===== src/rtl/fir_sample_pacer_pkg.sv =====
// Shared constants and FSM encoding for the FIR sample pacer.
package fir_sample_pacer_pkg;
    localparam int FIR_DATA_W     = 16;
    localparam int FIR_TAPS       = 32;
    localparam int FIR_MIN_PERIOD = FIR_TAPS + 1;
    localparam int CNT_W          = 16;

    typedef enum logic [1:0] {
        IDLE  = 2'd0,
        RUN   = 2'd1,
        ISSUE = 2'd2
    } state_t;
endpackage


===== src/rtl/fir_sample_pacer_if.sv =====
// Upstream sample handshake plus the paced xIn/sample output toward the FIR.
interface fir_sample_pacer_if #(
    parameter int DATA_W = 16
);
    logic [DATA_W-1:0] in_data;
    logic              in_valid;
    logic              in_ready;
    logic [DATA_W-1:0] xIn;
    logic              sample;

    modport master (output in_data, output in_valid, input in_ready, input xIn, input sample);
    modport slave  (input in_data, input in_valid, output in_ready, output xIn, output sample);
endinterface


===== src/rtl/fir_sample_pacer_fifo.sv =====
// Purpose: small synchronous FIFO with registered occupancy and combinational head read.
// Latency: a pushed word is visible at head the cycle after the push edge.
// Backpressure: pushes while full are dropped; full derives from the registered level only.
module fir_sync_fifo #(
    parameter int DATA_W = 16,
    parameter int DEPTH  = 8,
    localparam int AW    = $clog2(DEPTH)
) (
    input  logic              clk,
    input  logic              reset,
    input  logic              push,
    input  logic [DATA_W-1:0] push_dat,
    input  logic              pop,
    output logic [DATA_W-1:0] head,
    output logic [AW:0]       level,
    output logic              full,
    output logic              empty
);
    logic [DATA_W-1:0] mem [DEPTH];
    logic [AW-1:0]     wr_ptr;
    logic [AW-1:0]     rd_ptr;
    logic              do_push;
    logic              do_pop;

    assign full    = (level == (AW+1)'(DEPTH));
    assign empty   = (level == '0);
    assign do_push = push & ~full;
    assign do_pop  = pop & ~empty;
    assign head    = mem[rd_ptr];

    always_ff @(posedge clk) begin
        if (do_push) mem[wr_ptr] <= push_dat;
    end

    // Pointers wrap naturally because DEPTH is a power of two.
    always_ff @(posedge clk or negedge reset) begin
        if (!reset) begin
            wr_ptr <= '0;
            rd_ptr <= '0;
            level  <= '0;
        end else begin
            if (do_push) wr_ptr <= wr_ptr + AW'(1);
            if (do_pop)  rd_ptr <= rd_ptr + AW'(1);
            case ({do_push, do_pop})
                2'b10:   level <= level + (AW+1)'(1);
                2'b01:   level <= level - (AW+1)'(1);
                default: level <= level;
            endcase
        end
    end
endmodule


===== src/rtl/fir_sample_pacer.sv =====
// Purpose: buffers upstream samples and releases one per PERIOD clocks to a serial FIR.
// Latency: strobe lands one clock after the slot tick; backpressure via in_ready = ~full.
module fir_sample_pacer
    import fir_sample_pacer_pkg::*;
#(
    parameter int DATA_W     = FIR_DATA_W,
    parameter int DEPTH      = 8,
    parameter int PERIOD     = 34,
    parameter bit OFFSET_BIN = 1'b0
) (
    input  logic                     clk,
    input  logic                     reset,
    input  logic                     en,
    input  logic                     clr_flags,
    fir_sample_pacer_if.slave        bus,
    output logic [$clog2(DEPTH):0]   level,
    output logic                     underrun
);
    localparam logic [DATA_W-1:0] MSB_MASK = OFFSET_BIN ? {1'b1, {(DATA_W-1){1'b0}}} : '0;

    if (PERIOD < FIR_MIN_PERIOD) begin : g_period_chk
        $error("fir_sample_pacer: PERIOD shorter than one full FIR MAC pass");
    end

    state_t            state;
    logic [CNT_W-1:0]  cnt;
    logic              slot_tick;
    logic [DATA_W-1:0] head;
    logic              full;
    logic              empty;
    logic [DATA_W-1:0] xin_q;
    logic              sample_q;

    assign slot_tick    = en && (cnt == CNT_W'(PERIOD - 1));
    assign bus.in_ready = ~full;
    assign bus.xIn      = xin_q;
    assign bus.sample   = sample_q;

    fir_sync_fifo #(.DATA_W(DATA_W), .DEPTH(DEPTH)) u_fifo (
        .clk      (clk),
        .reset    (reset),
        .push     (bus.in_valid),
        .push_dat (bus.in_data),
        .pop      (state == ISSUE),
        .head     (head),
        .level    (level),
        .full     (full),
        .empty    (empty)
    );

    always_ff @(posedge clk or negedge reset) begin
        if (!reset) begin
            cnt <= '0;
        end else if (!en || slot_tick) begin
            cnt <= '0;
        end else begin
            cnt <= cnt + CNT_W'(1);
        end
    end

    // Sample and xIn are loaded on entry to ISSUE so the strobe is registered.
    always_ff @(posedge clk or negedge reset) begin
        if (!reset) begin
            state    <= IDLE;
            xin_q    <= '0;
            sample_q <= 1'b0;
            underrun <= 1'b0;
        end else begin
            sample_q <= 1'b0;
            case (state)
                IDLE: if (en) state <= RUN;
                RUN: begin
                    if (!en) begin
                        state <= IDLE;
                    end else if (slot_tick && !empty) begin
                        state    <= ISSUE;
                        sample_q <= 1'b1;
                        xin_q    <= head ^ MSB_MASK;
                    end
                end
                ISSUE:   state <= en ? RUN : IDLE;
                default: state <= IDLE;
            endcase

            if (state == RUN && slot_tick && empty) begin
                underrun <= 1'b1;
            end else if (clr_flags) begin
                underrun <= 1'b0;
            end
        end
    end
endmodule

===== src/flat_wrapper.sv =====
// flat-port wrapper written by rule: the top's interface ports become plain ports
module fir_sample_pacer_flat import fir_sample_pacer_pkg::*;
#(
    parameter int DATA_W     = FIR_DATA_W,
    parameter int DEPTH      = 8,
    parameter int PERIOD     = 34,
    parameter bit OFFSET_BIN = 1'b0
)
  (clk, reset, en, clr_flags, level, underrun, bus_in_data, bus_in_valid, bus_in_ready, bus_xIn, bus_sample);
  fir_sample_pacer_if #(.DATA_W(DATA_W)) bus_i ();
  input  logic clk;
  input  logic reset;
  input  logic en;
  input  logic clr_flags;
  output logic [$clog2(DEPTH):0] level;
  output logic underrun;
  input wire logic [$bits(bus_i.in_data)-1:0] bus_in_data;
  input wire logic [$bits(bus_i.in_valid)-1:0] bus_in_valid;
  output wire logic [$bits(bus_i.in_ready)-1:0] bus_in_ready;
  output wire logic [$bits(bus_i.xIn)-1:0] bus_xIn;
  output wire logic [$bits(bus_i.sample)-1:0] bus_sample;
  assign bus_i.in_data = bus_in_data;
  assign bus_i.in_valid = bus_in_valid;
  assign bus_in_ready = bus_i.in_ready;
  assign bus_xIn = bus_i.xIn;
  assign bus_sample = bus_i.sample;
  fir_sample_pacer #(.DATA_W(DATA_W), .DEPTH(DEPTH), .PERIOD(PERIOD), .OFFSET_BIN(OFFSET_BIN)) u_core (.clk(clk), .reset(reset), .en(en), .clr_flags(clr_flags), .bus(bus_i), .level(level), .underrun(underrun));
endmodule

===== config.mk =====
export PLATFORM = sky130hd
export DESIGN_NAME = fir_sample_pacer_flat
export DESIGN_NICKNAME = d
export VERILOG_FILES = /design/src/rtl/fir_sample_pacer_pkg.sv /design/src/rtl/fir_sample_pacer_if.sv /design/src/rtl/fir_sample_pacer_fifo.sv /design/src/rtl/fir_sample_pacer.sv /design/src/flat_wrapper.sv
export SDC_FILE = /design/constraint.sdc
export NUM_CORES = 1
export LEC_CHECK = 0
export BUFFER_PORTS_ARGS = -buffer_cell sky130_fd_sc_hd__buf_4
export CORE_AREA = 2 2 189 135
export CTS_CLUSTER_SIZE = 24
export DETAILED_ROUTE_END_ITERATION = 10
export DIE_AREA = 0 0 191 137
export MAX_ROUTING_LAYER = met4
export PLACE_DENSITY = 0.47
export SYNTH_ARGS = -nofsm -noshare
export SYNTH_HDL_FRONTEND = slang
export SYNTH_HIERARCHICAL = 1
export SYNTH_SLANG_ARGS = --single-unit

===== constraint.sdc =====
create_clock -name clk -period 3.74 [get_ports clk]
set_clock_uncertainty 0.05 [all_clocks]
set_input_delay 0.748 -clock clk [delete_from_list [all_inputs] [get_ports clk]]
set_output_delay 0.748 -clock clk [all_outputs]
set_load 0.005 [all_outputs]

Word level (Yosys, flattened, before mapping)
Memories as Yosys holds them, arrays and structs flattened. A register that Yosys moved wholly into a read port is not among the register bits.
Cells that the tools add are included.
{ "word_totals": {"ff_bits": 30, "mem_bits_rw": 128, "memories": 1, "out_inout_bits": 23, "word_cells": 53} }
{ "op_classes": {"reduce_logical": 14, "n_bitwise": 4, "eq_ne": 8, "mux": 14, "addsub": 5} }
{ "mem_list": {"columns": ["name", "depth", "word_bits", "rd", "rd_ports_with_merged_regs", "write_ports", "line_no", "text"], "rows": [
  ["u_core.u_fifo.mem", 8, 16, 1, 1, 1, "fir_sample_pacer_fifo.sv:19", "logic [DATA_W-1:0] mem [DEPTH];"]
]} }
{ "op_table": {"columns": ["op", "count"], "rows": [
  ["adder 16 x 1 -> 16 bit (second input constant)", 1],
  ["equality test 16 x 6 -> 1 bit (second input constant)", 1],
  ["2-to-1 mux 16 bit", 1],
  ["2-to-1 mux 1 bit", 8],
  ["case mux 4 bit (2 select lines)", 1],
  ["adder 3 x 1 -> 3 bit (second input constant)", 2],
  ["2-to-1 mux 2 bit", 3],
  ["case mux 2 bit (3 select lines)", 1],
  ["adder 4 x 1 -> 4 bit (second input constant)", 1],
  ["equality test 2 x 1 -> 1 bit (second input constant)", 2],
  ["equality test 2 bit (second input constant)", 2],
  ["equality test 4 bit (second input constant)", 1],
  ["logical AND 1 bit", 4],
  ["zero test 4 bit", 1],
  ["nonzero test 2 bit", 2],
  ["subtractor 4 x 1 -> 4 bit (second input constant)", 1],
  ["zero test 1 bit", 3],
  ["inequality test 3 x 2 -> 1 bit (second input constant)", 1],
  ["AND reduction 3 bit", 1],
  ["bitwise AND 1 bit", 2],
  ["zero test 2 bit", 1],
  ["inequality test 2 bit (second input constant)", 1],
  ["inverter 1 bit", 2],
  ["AND reduction 2 bit", 1],
  ["logical OR 1 bit", 1]
]} }

Longest topological paths before layout
Gate-level depths: netlist of run 1.
{ "depth": {"word_depth": 6, "depth_mapped": 8, "ltp_nobuf": 8} }

Cells and area by module
Netlist of run 1, hierarchy kept.
{ "by_module_without_submodules": {"columns": ["module", "area_per_inst_um2", "cells_per_inst", "n_inst", "seq_area_each_um2"], "rows": [
  ["fir_sync_fifo", 5554.1, 253, 1, 4093.9],
  ["fir_sample_pacer", 1671.6, 136, 1, 900.9]
]} }

Worst setup path before layout of run 1
No wires, ideal clock.
{ "synth_timing": {"path_type": "register to register", "start": "register u_core.u_fifo.level[0]", "end": "register u_core.u_fifo.level[3]", "slack_ns": 0.957, "arrival_ns": 2.599, "stages_incl_launch_ff": 8, "path_buffers": 0, "setup_time_ns": 0.134, "t_required_ns": 3.556, "cell_sequence": "dfrtp_1 -> o41ai_1 -> inv_1 -> ha_1 -> ha_1 -> or4b_2 -> o311ai_0 -> o211ai_1"} }
{ "synth_between": {"elab_chain_len": 5, "elab_cells_between_ends": 12, "cone_classes": "add/sub (2); eq/ne (3); mux (1); bitwise (4); reduce/logical (2)"} }
{ "synth_rtl": {"columns": ["item", "line_no", "text"], "rows": [
  ["from (decl)", "fir_sample_pacer_fifo.sv:15", "output logic [AW:0] level,"],
  ["from (signal assigned)", "fir_sample_pacer_fifo.sv:45", "2'b10: level <= level + (AW+1)'(1);"],
  ["from (signal assigned)", "fir_sample_pacer_fifo.sv:46", "2'b01: level <= level - (AW+1)'(1);"],
  ["from (signal assigned)", "fir_sample_pacer_fifo.sv:47", "default: level <= level;"],
  ["zero test 4 bit (*)", "fir_sample_pacer_fifo.sv:26", "assign empty = (level == '0);"],
  ["inverter 1 bit (*)", "fir_sample_pacer_fifo.sv:28", "assign do_pop = pop & ~empty;"],
  ["bitwise AND 1 bit (*)", "fir_sample_pacer_fifo.sv:28", null],
  ["via u_core.u_fifo.do_pop", "fir_sample_pacer_fifo.sv:23", "logic do_pop;"],
  ["equality test 2 x 1 -> 1 bit or equality test 2 bit (tied branches)", "fir_sample_pacer_fifo.sv:44", "case ({do_push, do_pop})"],
  ["case mux 4 bit (2 select lines) or nonzero test 2 bit (tied branches)", null, null]
]} }
Mark *: on every way through the listed nets, which the timed path passes. The rest lies on a longest branch.
A chain may end at the register's enable or synchronous reset.

Worst setup path after layout of run 1
Ends and elaborated chain as after synthesis.

==> reports/metrics.cfg, run 1 <==
[finish]
layout_commonest_cell=edfxtp_1
area_growth_pct=18.22
final_core_utilization=0.3512
layout_common_cells=128 x edfxtp_1, 53 x buf_4, 44 x dfrtp_1, 25 x mux4_1
drive_gt1_frac=0.2919
fill_cells=2330
nNetsFinal=475
diodes=0

[power_and_ir_drop]
leakagePower_nw=3.074
switchingPower_w=0.001180
p_int_w=0.003633
worst_ir_drop_vdd_mv=0.3527
p_seq_frac=0.507
power.density_nw_per_um2=563.4
comb_power_share=0.110
p_sw_frac=0.2451
clock_power_share=0.383

[floorplan]
fp.dieH_um=137
initial_utilization=0.2971
die-area_um2=26170
coreArea_um2=24320
dieWidth_um=191
row_count=48
io_pins=44

[outcome]
status=complete, no violations

[global_route]
grt_pass1_wl_um=22540
grt_pass1_vias=3780
antenna_found_initial=0
gr-total-overflow=0
grtUsageTotal=0.1239
grt_max_degree=47

[placement]
gp_congestion=0.7427
place_hpwl_um=8393
io_buffers=43

[worst_hold_path]
hold_path.class=in2async

[logic_synthesis]
synth_top_area_frac=0.5319
ys_warn_count=6
syn-num-nets=418
ys_seq_area_frac=0.6913
yosysUniqueCellTypes=45
synth_edf_count=128
async_flop_share=0.2644
ys_top_cells_by_area=edfxtp_1 53%, dfrtp_1 16%, mux4_1 9.1%
synth_largest_area_cell=edfxtp_1
syn_area_um2=7226
synth_top_flop_cell=edfxtp_1
syn_inst=389
synth_area_per_cell_um2=18.58
synth_seq_cells=174

[clock_tree]
htree_levels=4
clock_path_buffers=2
numCtsBuffers=17
clk_pin_slew_worst_paths_ns=0.07
holdBufCountCts=0
root_buffer=clkbuf_16
ctsResizeCount=0
cts.sinks=174
worstSkewPairLatency_ns=0.43
cts_tree=yes
cts_setup_buffers=0

[detailed_routing]
vias=3616
drt-initial-drc-count=152
via_per_inst=4.612
routed_wl_um=14650
ant_nets=0
drc=0
dr.pass1.iters=4
wl_per_cell_um=18.68

[setup_path]
cp_max_fo=9
endpoint_kind=flop
start_kind=flop
criticalPathCategory=reg2reg
crit_top_cell=ha_1
r2r_cells=7
worstPathRequired_ns=3.99
path_cells=o41ai_1 -> inv_1 -> ha_1 -> ha_1 -> or4b_2 -> o311ai_0 -> o211ai_1
max_stage_delay_ns=0.67
reg2reg_setup_slack_ns=0.65
r2r_start=u_core/u_fifo/level[0]
r2r_end=u_core/u_fifo/level[3]
crit_slowest_cell=o41ai_1
cp.arrival_ns=3.34

[timing]
worstMarginPinSlew_ns=1.165
rsz0062_at_grt=false
setup_viol=0
period_needed_ns=3.094
timing.fmax_mhz=323.2
setup_tns_ns=0
slew_viol_final=0
hold_violations=0
relSlewSlack=0.2232
min_period_over_period=0.8272

[flow_run]
drv_cap=0

## stage by stage
step	hold slack [ns]	cells	setup WS, ns	total power [W]	instance area (µm²)
after floorplan	0.4024	389	0.9573	0.002752	7226
after global placement	0.4449	752	0.7826	0.003001	7924
after detailed placement	0.4455	752	0.6526	0.003028	7924
after CTS	0.3299	784	0.6530	0.004890	8542
after global routing	0.3604	784	0.4367	0.005029	8542
final	0.3198	784	0.6461	0.004813	8542
## area by class of cell
cell class / count / area (µm²) / area share
clock inverter: 13 / 175.2 / 0.02051
inverter: 13 / 48.80 / 0.005713
tap: 325 / 406.6 / 0.04761
sequential: 174 / 4997 / 0.5850
timing repair buffer: 53 / 397.9 / 0.04658
clock buffer: 19 / 442.9 / 0.05185
multi-input combinational: 187 / 2073 / 0.2427
## synth_stat cells, drive strengths merged, types with 2 or more instances
cell	instances
a21oi	3
buf	9
clkbuf	6
dfrtp	46
edfxtp	128
ha	7
inv	13
mux2	34
mux4	32
nand2	12
nand2b	3
nand3	8
nand4	8
nor2	24
nor3	5
nor3b	3
nor4	7
nor4b	4
or4b	2
xnor2	13
xor2	6
## registers in the layout (all words and copies together), names as in the netlist
signal	cells
u_core/u_fifo/mem	128
u_core/bus.xIn	16
u_core/cnt	16
u_core/u_fifo/level	4
u_core/u_fifo/rd_ptr	3
u_core/u_fifo/wr_ptr	3
u_core/state	2
u_core/bus.sample	1
u_core/underrun	1
## critical path, delay by kind of cell (launching register included)
kind	cells	cell delay [ns]
simple gates	1	0.64
flops	1	0.47
buf+inv	1	0.17
compound gates	3	0.93
fa+ha+maj	2	0.70
## power by group through the flow
stage	logic, W	clock network, W	registers [W]
floorplan	0.000299	0	0.00245
global placement	0.000536	0	0.00246
detailed placement	0.000546	0	0.00248
CTS	0.000549	0.00190	0.00244
global route	0.000593	0.00198	0.00246
finish	0.000531	0.00184	0.00244
## cell families after synthesis
family | synth area share
buf+inv | 0.02320
simple gates | 0.06373
flops | 0.6913
mux | 0.1723
fa+ha+maj | 0.01489
xor+xnor | 0.02303
compound gates | 0.01160
## routing by layer
layer	global-route usage	vias to the layer above	share of wire
li1	-	1654	-
met1	0.1651	1898	0.49
met2	0.1852	51	0.46
met3	0.03205	13	0.036
met4	0.04005	0	0.010
met5	-	-	0
## worst max path at each step
stage,depth (start not counted),startpoint,endpoint,slack (ns)
floorplan,7,u_core/u_fifo/level[0],u_core/u_fifo/level[3],0.96
finish,7,u_core/u_fifo/level[0],u_core/u_fifo/level[3],0.65
CTS,7,u_core/u_fifo/level[0],u_core/u_fifo/level[3],0.65
detailed placement,7,u_core/u_fifo/level[0],u_core/u_fifo/level[3],0.65
global route,7,u_core/u_fifo/level[0],u_core/u_fifo/level[3],0.44
global placement,7,u_core/u_fifo/level[0],u_core/u_fifo/level[3],0.78
Note: power is estimated with default switching activity, not from simulation.
==> run 2: changes to the inputs <==
--- a/config.mk
+++ b/config.mk
@@ -5,11 +5,12 @@
 export SDC_FILE = /design/constraint.sdc
 export NUM_CORES = 1
 export LEC_CHECK = 0
+export ABC_AREA = 1
 export BUFFER_PORTS_ARGS = -buffer_cell sky130_fd_sc_hd__buf_4
-export CORE_AREA = 2 2 189 135
+export CORE_AREA = 2 2 197 141
 export CTS_CLUSTER_SIZE = 24
 export DETAILED_ROUTE_END_ITERATION = 10
-export DIE_AREA = 0 0 191 137
+export DIE_AREA = 0 0 199 143
 export MAX_ROUTING_LAYER = met4
 export PLACE_DENSITY = 0.47
 export SYNTH_ARGS = -nofsm -noshare
==> constraint.sdc (replaced) <==
create_clock -name clk -period 3.1 [get_ports clk]
set_clock_uncertainty 0.05 [all_clocks]
set_input_delay 0.62 -clock clk [delete_from_list [all_inputs] [get_ports clk]]
set_output_delay 0.62 -clock clk [all_outputs]
set_load 0.005 [all_outputs]
==> reports/metrics.cfg, run 2 <==
[outcome]
status=complete, no violations

[power_and_ir_drop]
power.density_nw_per_um2=644.8
worst_ir_drop_vdd_mv=0.3590
leakagePower_nw=4.066

[floorplan]
coreArea_um2=26460
dieWidth_um=199
row_count=50
fp.dieH_um=143
io_pins=44
die-area_um2=28460
initial_utilization=0.2985

[clock_tree]
cts.sinks=174
htree_levels=4
cts_tree=yes
clock_path_buffers=2
clk_pin_slew_worst_paths_ns=0.06
holdBufCountCts=0
root_buffer=clkbuf_16
cts_setup_buffers=0
numCtsBuffers=17
ctsResizeCount=0
worstSkewPairLatency_ns=0.43

[global_route]
grt_pass1_vias=5136
grtUsageTotal=0.1384
grt_max_degree=57
antenna_found_initial=0
gr-total-overflow=0
grt_pass1_wl_um=28600

[detailed_routing]
dr.pass1.iters=5
drc=0
via_per_inst=4.146
routed_wl_um=17670
vias=5336
wl_per_cell_um=13.73
ant_nets=0
drt-initial-drc-count=335

[timing]
min_period_over_period=0.7187
hold_violations=0
setup_viol=0
timing.fmax_mhz=448.8
relSlewSlack=0.4910
slew_viol_final=0
period_needed_ns=2.228
holdWs_ns=0.1478
setup_tns_ns=0
rsz0062_at_grt=false
worstMarginPinSlew_ns=0.7626

[finish]
fin_cells=1287
multi_input_area_um2=2360
seq_area_um2=4999
nNetsFinal=939
drive_gt1_frac=0.1203
largest_reg_flops=128
area_growth_pct=17.85
diodes=0
final_core_utilization=0.3518
largest-register=u_core/u_fifo/mem
layout_common_cells=295 x nand2_1, 164 x nor2_1, 128 x edfxtp_1, 105 x inv_1, 61 x buf_4
final_area_um2=9309
fill_cells=2700
layout_commonest_cell=nand2_1

[worst_hold_path]
hold_path.class=in2async

[logic_synthesis]
synth_area_per_cell_um2=9.195
ys_seq_area_frac=0.6323
synth_edf_count=128
yosysMostFrequentCell=nand2_1
yosysUniqueCellTypes=26
syn_area_um2=7899
synth_top_area_frac=0.4866
syn-num-nets=888
syn_inst=859
synth_largest_area_cell=edfxtp_1
synth_seq_cells=174
ys_warn_count=6
yosys-top-cells-count=295 x nand2_1, 164 x nor2_1, 128 x edfxtp_1
synth_top_flop_cell=edfxtp_1
async_flop_share=0.2644
ys_top_cells_by_area=edfxtp_1 49%, dfrtp_1 15%, nand2_1 14%

[setup_path]
max_stage_delay_ns=0.43
r2r_cells=11
crit_path_end=u_core/u_fifo/level[3]
cp_max_fo=5
cp.arrival_ns=2.50
crit_slowest_cell=dfrtp_1
r2r_start=u_core/u_fifo/level[0]
startpoint=u_core/u_fifo/level[0]
path_cells=nor2_1 -> nand3_1 -> nand2_1 -> inv_1 -> ha_1 -> ha_1 -> or2_2 -> nand2_1 -> nand2_1 -> nand3_1 -> nand2_1
worstPathRequired_ns=3.37
reg2reg_setup_slack_ns=0.87
endpoint_kind=flop
r2r_end=u_core/u_fifo/level[3]
crit_top_cell=nand2_1
criticalPathCategory=reg2reg
start_kind=flop

[placement]
place_hpwl_um=11390
place_inst=1255
io_buffers=43
gp_congestion=0.7989
dpl_cell_area_um2=8693

[flow_run]
drv_cap=0

-- run 2: cell types whose count changed in the layout (fill, tap and decap cells not counted), moves of 9 or more --
cell / change
mux4_1: -25
xnor2_1: -9
inv_1: +92
mux2_4: -10
mux2_2: -24
nor2_1: +140
nand2_1: +283
nand3_1: +18
nor3_1: +9
-- run 2: layer usage --
layer,part of all wire,vias up,global-route usage
met5,0,-,-
met4,0.0093,0,0.03496
met3,0.045,12,0.02976
met2,0.43,80,0.2056
met1,0.52,2471,0.1926
li1,-,2773,-
-- run 2: logic make-up (layout without fill, tap and decap cells) --
| kind of cell | Yosys count | count (layout) | share of synthesized area |
|---|---|---|---|
| adder cells (fa/ha/maj) | 8 | 8 | 0.01362 |
| flip-flops | 174 | 174 | 0.6323 |
| XOR/XNOR | 10 | 10 | 0.01109 |
| AND/OR/NAND/NOR | 518 | 518 | 0.2612 |
| AO/OA/AOI/OAI | 12 | 12 | 0.007762 |
| buffers and inverters | 137 | 201 | 0.07397 |
-- run 2: layout make-up --
class / instances / area share
sequential: 174 / 0.5370
multi-input combinational: 548 / 0.2535
timing repair buffer: 62 / 0.05134
tap: 364 / 0.04892
clock buffer: 20 / 0.04798
inverter: 107 / 0.04315
clock inverter: 12 / 0.01815
-- run 2: per-stage QoR --
step	total power [W]	worst slack [ns]
4_1_cts	0.006093	0.8777
3_3_place_gp	0.003809	0.8940
3_5_place_dp	0.003819	0.8952
5_1_grt	0.006318	0.6089
6_report	0.006002	0.8719
2_1_floorplan	0.003441	0.6263
-- run 2: power breakdown --
part,leakage [nW],internal (W),switching [W]
Combinational,1.98,0.000268,0.000557
Clock,0.301,0.00137,0.000891
Sequential,1.79,0.00281,0.000113
-- run 2: worst min path at each step --
stage                            from           endpoint  slack, ns  cells past startpoint
floorplan                       reset  u_core/bus.sample       0.27                      0
global placement    u_core/bus.xIn[7]  u_core/bus.xIn[7]       0.42                      2
detailed placement  u_core/bus.xIn[7]  u_core/bus.xIn[7]       0.41                      2
CTS                             reset     u_core/cnt[10]       0.17                      1
global route                    reset  u_core/bus.xIn[1]       0.20                      1
finish                          reset     u_core/cnt[13]       0.15                      1
-- run 2: worst max-delay path: cells and delay by family (launching register included) --
| family | cells | cell delay (ns) |
|---|---|---|
| fa+ha+maj | 2 | 0.55 |
| buf+inv | 1 | 0.09 |
| flops | 1 | 0.43 |
| simple gates | 8 | 1.01 |
